$ cat config.mk
export PLATFORM = sky130hd
export DESIGN_NAME = voice_mixer
export DESIGN_NICKNAME = d
export VERILOG_FILES = /design/src/rtl/voice_mixer.sv
export SDC_FILE = /design/constraint.sdc
export NUM_CORES = 1
export LEC_CHECK = 0
export BUFFER_PORTS_ARGS = -buffer_cell sky130_fd_sc_hd__clkbuf_2
export CAP_MARGIN = 20
export CORE_UTILIZATION = 55
export DETAILED_ROUTE_END_ITERATION = 6
export GPL_TIMING_DRIVEN = 0
export PLACE_DENSITY = 0.74
export SYNTH_ARGS = -nofsm -noshare
export SYNTH_HDL_FRONTEND = slang
export SYNTH_SLANG_ARGS = --single-unit
$ cat constraint.sdc
create_clock -name clk -period 11.4 [get_ports clk]
set_clock_uncertainty 0.1 [all_clocks]
set_input_delay 2.28 -clock clk [delete_from_list [all_inputs] [get_ports clk]]
set_output_delay 2.28 -clock clk [all_outputs]
set_load 0.05 [all_outputs]
$ cat src/rtl/voice_mixer.sv
// Four-port voice RAM mixer: sweeps NUM_GROUPS groups of 4 words per tick, sums sample*gain and emits one sample.
// Optional output clamping is enabled by defining VOICE_MIXER_SATURATE_EN; otherwise the output wraps.
module voice_mixer #(
   parameter int NUM_GROUPS = 64,
   parameter int SHIFT      = 8
) (
   input  logic               clk,
   input  logic               reset,
   input  logic               tick,
   output logic [7:0]         raddr0,
   output logic [7:0]         raddr1,
   output logic [7:0]         raddr2,
   output logic [7:0]         raddr3,
   input  logic [31:0]        dout0,
   input  logic [31:0]        dout1,
   input  logic [31:0]        dout2,
   input  logic [31:0]        dout3,
   output logic signed [15:0] sample,
   output logic               sample_valid,
   output logic               busy,
   output logic               overrun
);

   typedef enum logic [1:0] {IDLE, SWEEP, DRAIN, OUT} state_t;

   localparam logic [5:0] LAST_G = 6'(NUM_GROUPS - 1);

   state_t                    state;
   state_t                    state_next;
   logic [5:0]                g;
   logic                      rd_valid;
   logic signed [39:0]        acc;
   logic signed [39:0]        mix_sum;
   logic signed [39:0]        shifted;
   logic signed [15:0]        sample_next;
   logic                      unused_hi_bits;

   // One voice contribution: signed sample times unsigned gain, sign-extended to accumulator width
   function automatic logic signed [39:0] voice_term(input logic [31:0] w);
      logic signed [24:0] s;
      logic signed [24:0] gn;
      logic signed [24:0] p;
      s  = {{9{w[15]}}, w[15:0]};
      gn = {17'd0, w[23:16]};
      p  = s * gn;
      return {{15{p[24]}}, p};
   endfunction

   assign unused_hi_bits = ^{dout0[31:24], dout1[31:24], dout2[31:24], dout3[31:24]};

   assign mix_sum = voice_term(dout0) + voice_term(dout1) + voice_term(dout2) + voice_term(dout3);
   assign shifted = acc >>> SHIFT;
   assign busy    = (state != IDLE);

   assign raddr0 = (state == SWEEP) ? {g, 2'd0} : 8'd0;
   assign raddr1 = (state == SWEEP) ? {g, 2'd1} : 8'd0;
   assign raddr2 = (state == SWEEP) ? {g, 2'd2} : 8'd0;
   assign raddr3 = (state == SWEEP) ? {g, 2'd3} : 8'd0;

`ifdef VOICE_MIXER_SATURATE_EN
   always_comb begin
      sample_next = shifted[15:0];
      if (shifted > 40'sd32767) begin
         sample_next = 16'sh7FFF;
      end else if (shifted < -40'sd32768) begin
         sample_next = 16'sh8000;
      end
   end
`else
   always_comb begin
      sample_next = shifted[15:0];
   end
`endif

   always_comb begin
      state_next = state;
      case (state)
         IDLE:    if (tick) state_next = SWEEP;
         SWEEP:   if (g == LAST_G) state_next = DRAIN;
         DRAIN:   state_next = OUT;
         OUT:     state_next = IDLE;
         default: state_next = IDLE;
      endcase
   end

   // Read data arrives one edge after its address, so accumulation trails the sweep by one cycle
   always_ff @(posedge clk) begin
      if (reset) begin
         state        <= IDLE;
         acc          <= '0;
         g            <= '0;
         rd_valid     <= 1'b0;
         sample       <= '0;
         sample_valid <= 1'b0;
         overrun      <= 1'b0;
      end else begin
         state        <= state_next;
         sample_valid <= 1'b0;
         overrun      <= tick && busy;
         rd_valid     <= (state == SWEEP);
         if (rd_valid) begin
            acc <= acc + mix_sum;
         end
         case (state)
            IDLE: begin
               if (tick) begin
                  acc <= '0;
                  g   <= '0;
               end
            end
            SWEEP: begin
               g <= (g == LAST_G) ? 6'd0 : g + 6'd1;
            end
            OUT: begin
               sample       <= sample_next;
               sample_valid <= 1'b1;
            end
            default: ;
         endcase
      end
   end

endmodule

Word level (Yosys, flattened, before mapping):

Index checks and enable logic that the tools add are counted.

* flip-flop bits (word level): 67
* bits of input ports: 131
* logic and storage cells: 42

* $add $sub $neg: 5
* multiply operators: 4
* equal/unequal tests: 6
* muxes and demuxes: 14
* reductions and logical operators: 6

Operators with widths (number)
* two-way mux 40 bit: 3
* multiplier 16 x 9 -> 25 bit: 4
* adder 40 x 28 -> 40 bit: 1
* two-way mux 8 bit: 4
* adder 27 x 25 -> 28 bit: 1
* adder 26 x 25 -> 27 bit: 1
* adder 25 x 25 -> 26 bit: 1
* two-way mux 6 bit: 2
* one-hot mux 6 bit (2 select lines): 1
* one-hot mux 2 bit (4 select lines): 1
* adder 6 x 1 -> 6 bit (second input constant): 1
* == test 6 bit (second input constant): 1
* == test 2 bit (second input constant): 2
* two-way mux 2 bit: 2
* AND reduction 2 bit: 2
* nonzero test 2 bit: 2
* == test 2 x 1 -> 1 bit (second input constant): 1
* logical NOT 2 bit: 1
* inequality test 2 x 1 -> 1 bit (second input constant): 1
* inequality test 2 bit (second input constant): 1
* logical AND 1 bit: 1
* two-way mux 1 bit: 1

Longest topological paths before layout:

* depth after elaboration: 8
* depth in mapped cells: 26
* gate-level depth less buffers: 25

Worst setup path after synthesis:

OpenSTA, ideal clock, no wires.

* path type: input -> register
* from: in dout0[16]
* to: reg acc[23]
* setup time: 0.128 ns
* arrival time: 8.373 ns
* required time: 11.172 ns
* path slack: 2.800 ns
* stages: 24
* cells stage by stage: clkbuf_1 > nand2_1 > fa_1 > fa_1 > inv_1 > fa_1 > inv_1 > fa_1 > fa_1 > inv_1 > fa_1 > fa_1 > inv_1 > fa_1 > inv_1 > ha_1 > a21oi_1 > a21oi_1 > nor3_2 > a21boi_0 > a211oi_1 > xnor2_1 > mux2i_1 > nor2_1

* longest elaborated chain between the ends: 8

RTL lines
* start, declared: line 14 `input logic [31:0] dout0,`
* multiplier 16 x 9 -> 25 bit *: line 45 `p = s * gn;`
* adder 25 x 25 -> 26 bit *: line 51 `assign mix_sum = voice_term(dout0) + voice_term(dout1) + voice_term(dout2) + voice_term(dout3);`
* adder 26 x 25 -> 27 bit *: line 51
* adder 27 x 25 -> 28 bit *: line 51
* adder 40 x 28 -> 40 bit *: line 102 `acc <= acc + mix_sum;`
* two-way mux 40 bit *: line 101 `if (rd_valid) begin`
* two-way mux 40 bit: line 106 `if (tick) begin`
* two-way mux 40 bit *: line 104 `case (state)`
* end signal, assigned: line 102
* end, declared: line 32 `logic signed [39:0] acc;`

Every way passes the cells marked *; elsewhere a longest branch is shown, timed or not.
A chain may end at the register's enable or synchronous reset.

Final worst setup path:

* from: in dout1[16]
* to: reg acc[22]

* longest elaborated chain between the ends: 8

RTL lines
* start, declared: line 15 `input logic [31:0] dout1,`
* multiplier 16 x 9 -> 25 bit *: line 45
* adder 25 x 25 -> 26 bit *: line 51
* adder 26 x 25 -> 27 bit *: line 51
* adder 27 x 25 -> 28 bit *: line 51
* adder 40 x 28 -> 40 bit *: line 102
* two-way mux 40 bit *: line 101
* two-way mux 40 bit: line 106
* two-way mux 40 bit *: line 104

Marks and branches as above.

==> impl_metrics.tcl <==
set metrics [dict create \
    ys_seq_area_frac 0.0488 \
    post_route_cells_drive_above_1_share 0.0758 \
    diodes 0 \
    outcome "completed" \
    finalHoldViolCount 0 \
    synth-xor-area-share 0.0228 \
    synth_compound_area_frac 0.0201 \
    critPathLaunchType "input port" \
    initialDrtViolationCount 883 \
    synth_simple_gate_area_frac 0.157 \
    grt_pass1_wl_microns 81300 \
    die_w_microns 197 \
    cts_setup_buffers 0 \
    grt_pass1_vias 16000 \
    synth-edff-count 0 \
    clockBufferDepth 2 \
    grt_overflow 0 \
    synth_top_flop_cell "dfxtp_1" \
    die_h_microns 197 \
    port_buffers 143 \
    pin_count 182 \
    cap_violations 0 \
    synth_top_family_by_area "adder cells" \
    worstPathArrival_ns 9.67 \
    htreeDepth 2 \
    tns_ns 0 \
    fmax_ghz 0.105 \
    cts_root_buffer "clkbuf_16" \
    worstPathMaxFanout 10 \
    clk_latency_ns 0.31 \
    final_nets 3200 \
    dr.pass1.iters 5 \
    synthMuxAreaShare 0.0136 \
    cts.sinks 51 \
    ys_warn_count 0 \
    cts_tree "done" \
    cts_buffers 5 \
    cp.required_ns 11.54 \
    core_sq_mm 0.0376 \
    synthArstFlopShare 0 \
    path_clk_slew_ns 0.08 \
    rsz0062_at_grt "no" \
    cts_resized 0 \
    hp-class "flop to flop" \
    route.detailed.drc 0 \
    fin_crit_sh 0.835 \
    vias 14800 \
    routed_wl_microns 49200 \
    wl_per_cell_microns 17.0 \
    synth_area_per_cell_sq_um 9.42 \
    yosysUniqueCellTypes 45 \
    drtAntennaViolNets 0 \
    fin_crit_ns 9.52 \
    synth_fa_ha_area_frac 0.608 \
    rows 71 \
    final_max_slew_viol_count 0 \
    syn2layout_area_growth_pct 7.25 \
    grt_max_degree 19 \
    tightest_slew_ns 0.822 \
    viasPerCell 5.11 \
    place.gp.congestion 0.975 \
    nFillCells 3299 \
    ys_ff_latch 51 \
    initial_core_util 0.557 \
    critical_path_class "input port to flop" \
    die-area_sq_mm 0.0389 \
    dpl.hpwl_microns 45100 \
    slew_headroom 0.452 \
    finalSetupViolations 0 \
    syn_area_sq_mm 0.0209 \
    end_kind "flop" \
    cts_hold_buf 0 \
    antenna_found_initial 1 \
    grt_usage 0.273 \
    syn_inst 2222 \
]
-- cells in the mapped netlist (all sizes together), types with 4 or more instances --
cell type | instances | area share
a21oi | 22 | 0.0054
nor2b | 6 | 0.0018
nand2 | 208 | 0.037
nor3 | 7 | 0.0019
o21a | 4 | 0.0014
clkbuf | 45 | 0.0081
ha | 155 | 0.093
a211oi | 4 | 0.0014
fa | 539 | 0.52
xnor2 | 40 | 0.017
nand3b | 8 | 0.0029
and2 | 324 | 0.097
nand2b | 8 | 0.0024
dfxtp | 51 | 0.049
inv | 628 | 0.11
nor2 | 49 | 0.0088
xor2 | 12 | 0.0050
o21ai | 21 | 0.0052
buf | 26 | 0.0091
mux2i | 27 | 0.013
nand3 | 9 | 0.0022
-- worst max-delay path, stage by stage --
cell,delay (ns)
clkbuf_2,0.22
clkbuf_1,0.49
nand2_1,0.17
fa_1,0.56
inv_1,0.06
fa_1,0.49
inv_1,0.07
fa_1,0.53
inv_1,0.05
fa_1,0.48
fa_1,0.55
fa_1,0.44
fa_1,0.49
inv_1,0.05
fa_1,0.49
inv_1,0.05
ha_1,0.33
nor3_1,0.31
nor2_1,0.12
nand2_1,0.10
a21oi_1,0.04
o21ai_0,0.61
a31oi_1,0.21
or3_1,0.38
nand3_1,0.08
-- final timing paths --
kind | start | to | slack (ns) | depth (start not counted)
worst min register to register | acc[6]$_SDFF_PP0_ | acc[6]$_SDFF_PP0_ | 0.38 | 2
worst max-delay path | dout1[16] | acc[22]$_SDFF_PP0_ | 1.88 | 25
worst max register to register | acc[6]$_SDFF_PP0_ | acc[23]$_SDFF_PP0_ | 6.40 | 17
worst min-delay path | acc[6]$_SDFF_PP0_ | acc[6]$_SDFF_PP0_ | 0.38 | 2
-- layout by cell type (no fill, tap or decap), types with 3 or more instances in the layout --
| cell | count |
|---|---|
| nand3_1 | 9 |
| a21boi_0 | 3 |
| clkbuf_2 | 143 |
| clkbuf_16 | 5 |
| a21o_1 | 3 |
| nor2b_1 | 6 |
| nor3b_1 | 3 |
| xnor2_1 | 40 |
| buf_4 | 25 |
| fa_1 | 539 |
| nor2_1 | 49 |
| o21ai_0 | 17 |
| mux2i_1 | 27 |
| nand2_1 | 208 |
| conb_1 | 4 |
| dfxtp_1 | 51 |
| a21oi_1 | 21 |
| xor2_1 | 12 |
| o21a_1 | 4 |
| o21ai_1 | 3 |
| nand3b_1 | 8 |
| nor3_1 | 6 |
| ha_1 | 155 |
| a211oi_1 | 4 |
| nand2b_1 | 8 |
| inv_1 | 628 |
| clkbuf_1 | 45 |
| and2_1 | 324 |
-- layout make-up --
| type | instances | area [sq um] | share of cell area |
|---|---|---|---|
| flip-flops and latches | 51 | 1020 | 0.0455 |
| plain buffers | 71 | 360 | 0.0160 |
| clock buffers | 5 | 125 | 0.00557 |
| clock inverters | 3 | 27.5 | 0.00123 |
| well taps | 511 | 639 | 0.0285 |
| multi-input cells | 1475 | 17200 | 0.766 |
| inverters | 628 | 2360 | 0.105 |
| repair buffers | 143 | 716 | 0.0319 |
-- registers in the layout (all words and copies together), names as in the netlist --
| register | flops |
|---|---|
| acc | 24 |
| g | 6 |
| overrun | 1 |
| rd_valid | 1 |
| sample | 16 |
| sample_valid | 1 |
| state | 2 |
-- cell families after synthesis --
| logic type | after synthesis |
|---|---|
| buf+inv | 699 |
| fa+ha+maj | 694 |
| simple gates | 627 |
| compound gates | 69 |
| xor+xnor | 53 |
| flops | 51 |
| mux | 28 |
| other cells | 1 |
-- per-stage QoR --
step / utilization / setup slack (ns) / cell area, sq um / hold WS [ns] / instances
4_1_cts: 0.598 / 1.88 / 22500 / 0.386 / 2887
3_5_place_dp: 0.594 / 1.59 / 22300 / 0.372 / 2879
2_1_floorplan: - / 2.80 / 21000 / 0.346 / 2225
6_report: 0.598 / 1.88 / 22500 / 0.384 / 2887
3_3_place_gp: 0.594 / 1.78 / 22300 / 0.358 / 2879
5_1_grt: 0.598 / 1.51 / 22500 / 0.427 / 2887
-- layer usage --
layer | GRT usage | up-vias | share of wire | wire length (microns)
met5 | 0 | - | 0.00024 | 12
met4 | 0.0804 | 2 | 0.031 | 1550
met3 | 0.0369 | 94 | 0.066 | 3240
met2 | 0.466 | 495 | 0.51 | 25200
met1 | 0.364 | 7559 | 0.39 | 19100
li1 | - | 6606 | - | -
Power is left out: the tool's default activity adds up to more than one toggle a clock period on the data nets, which glitch-free logic cannot reach.
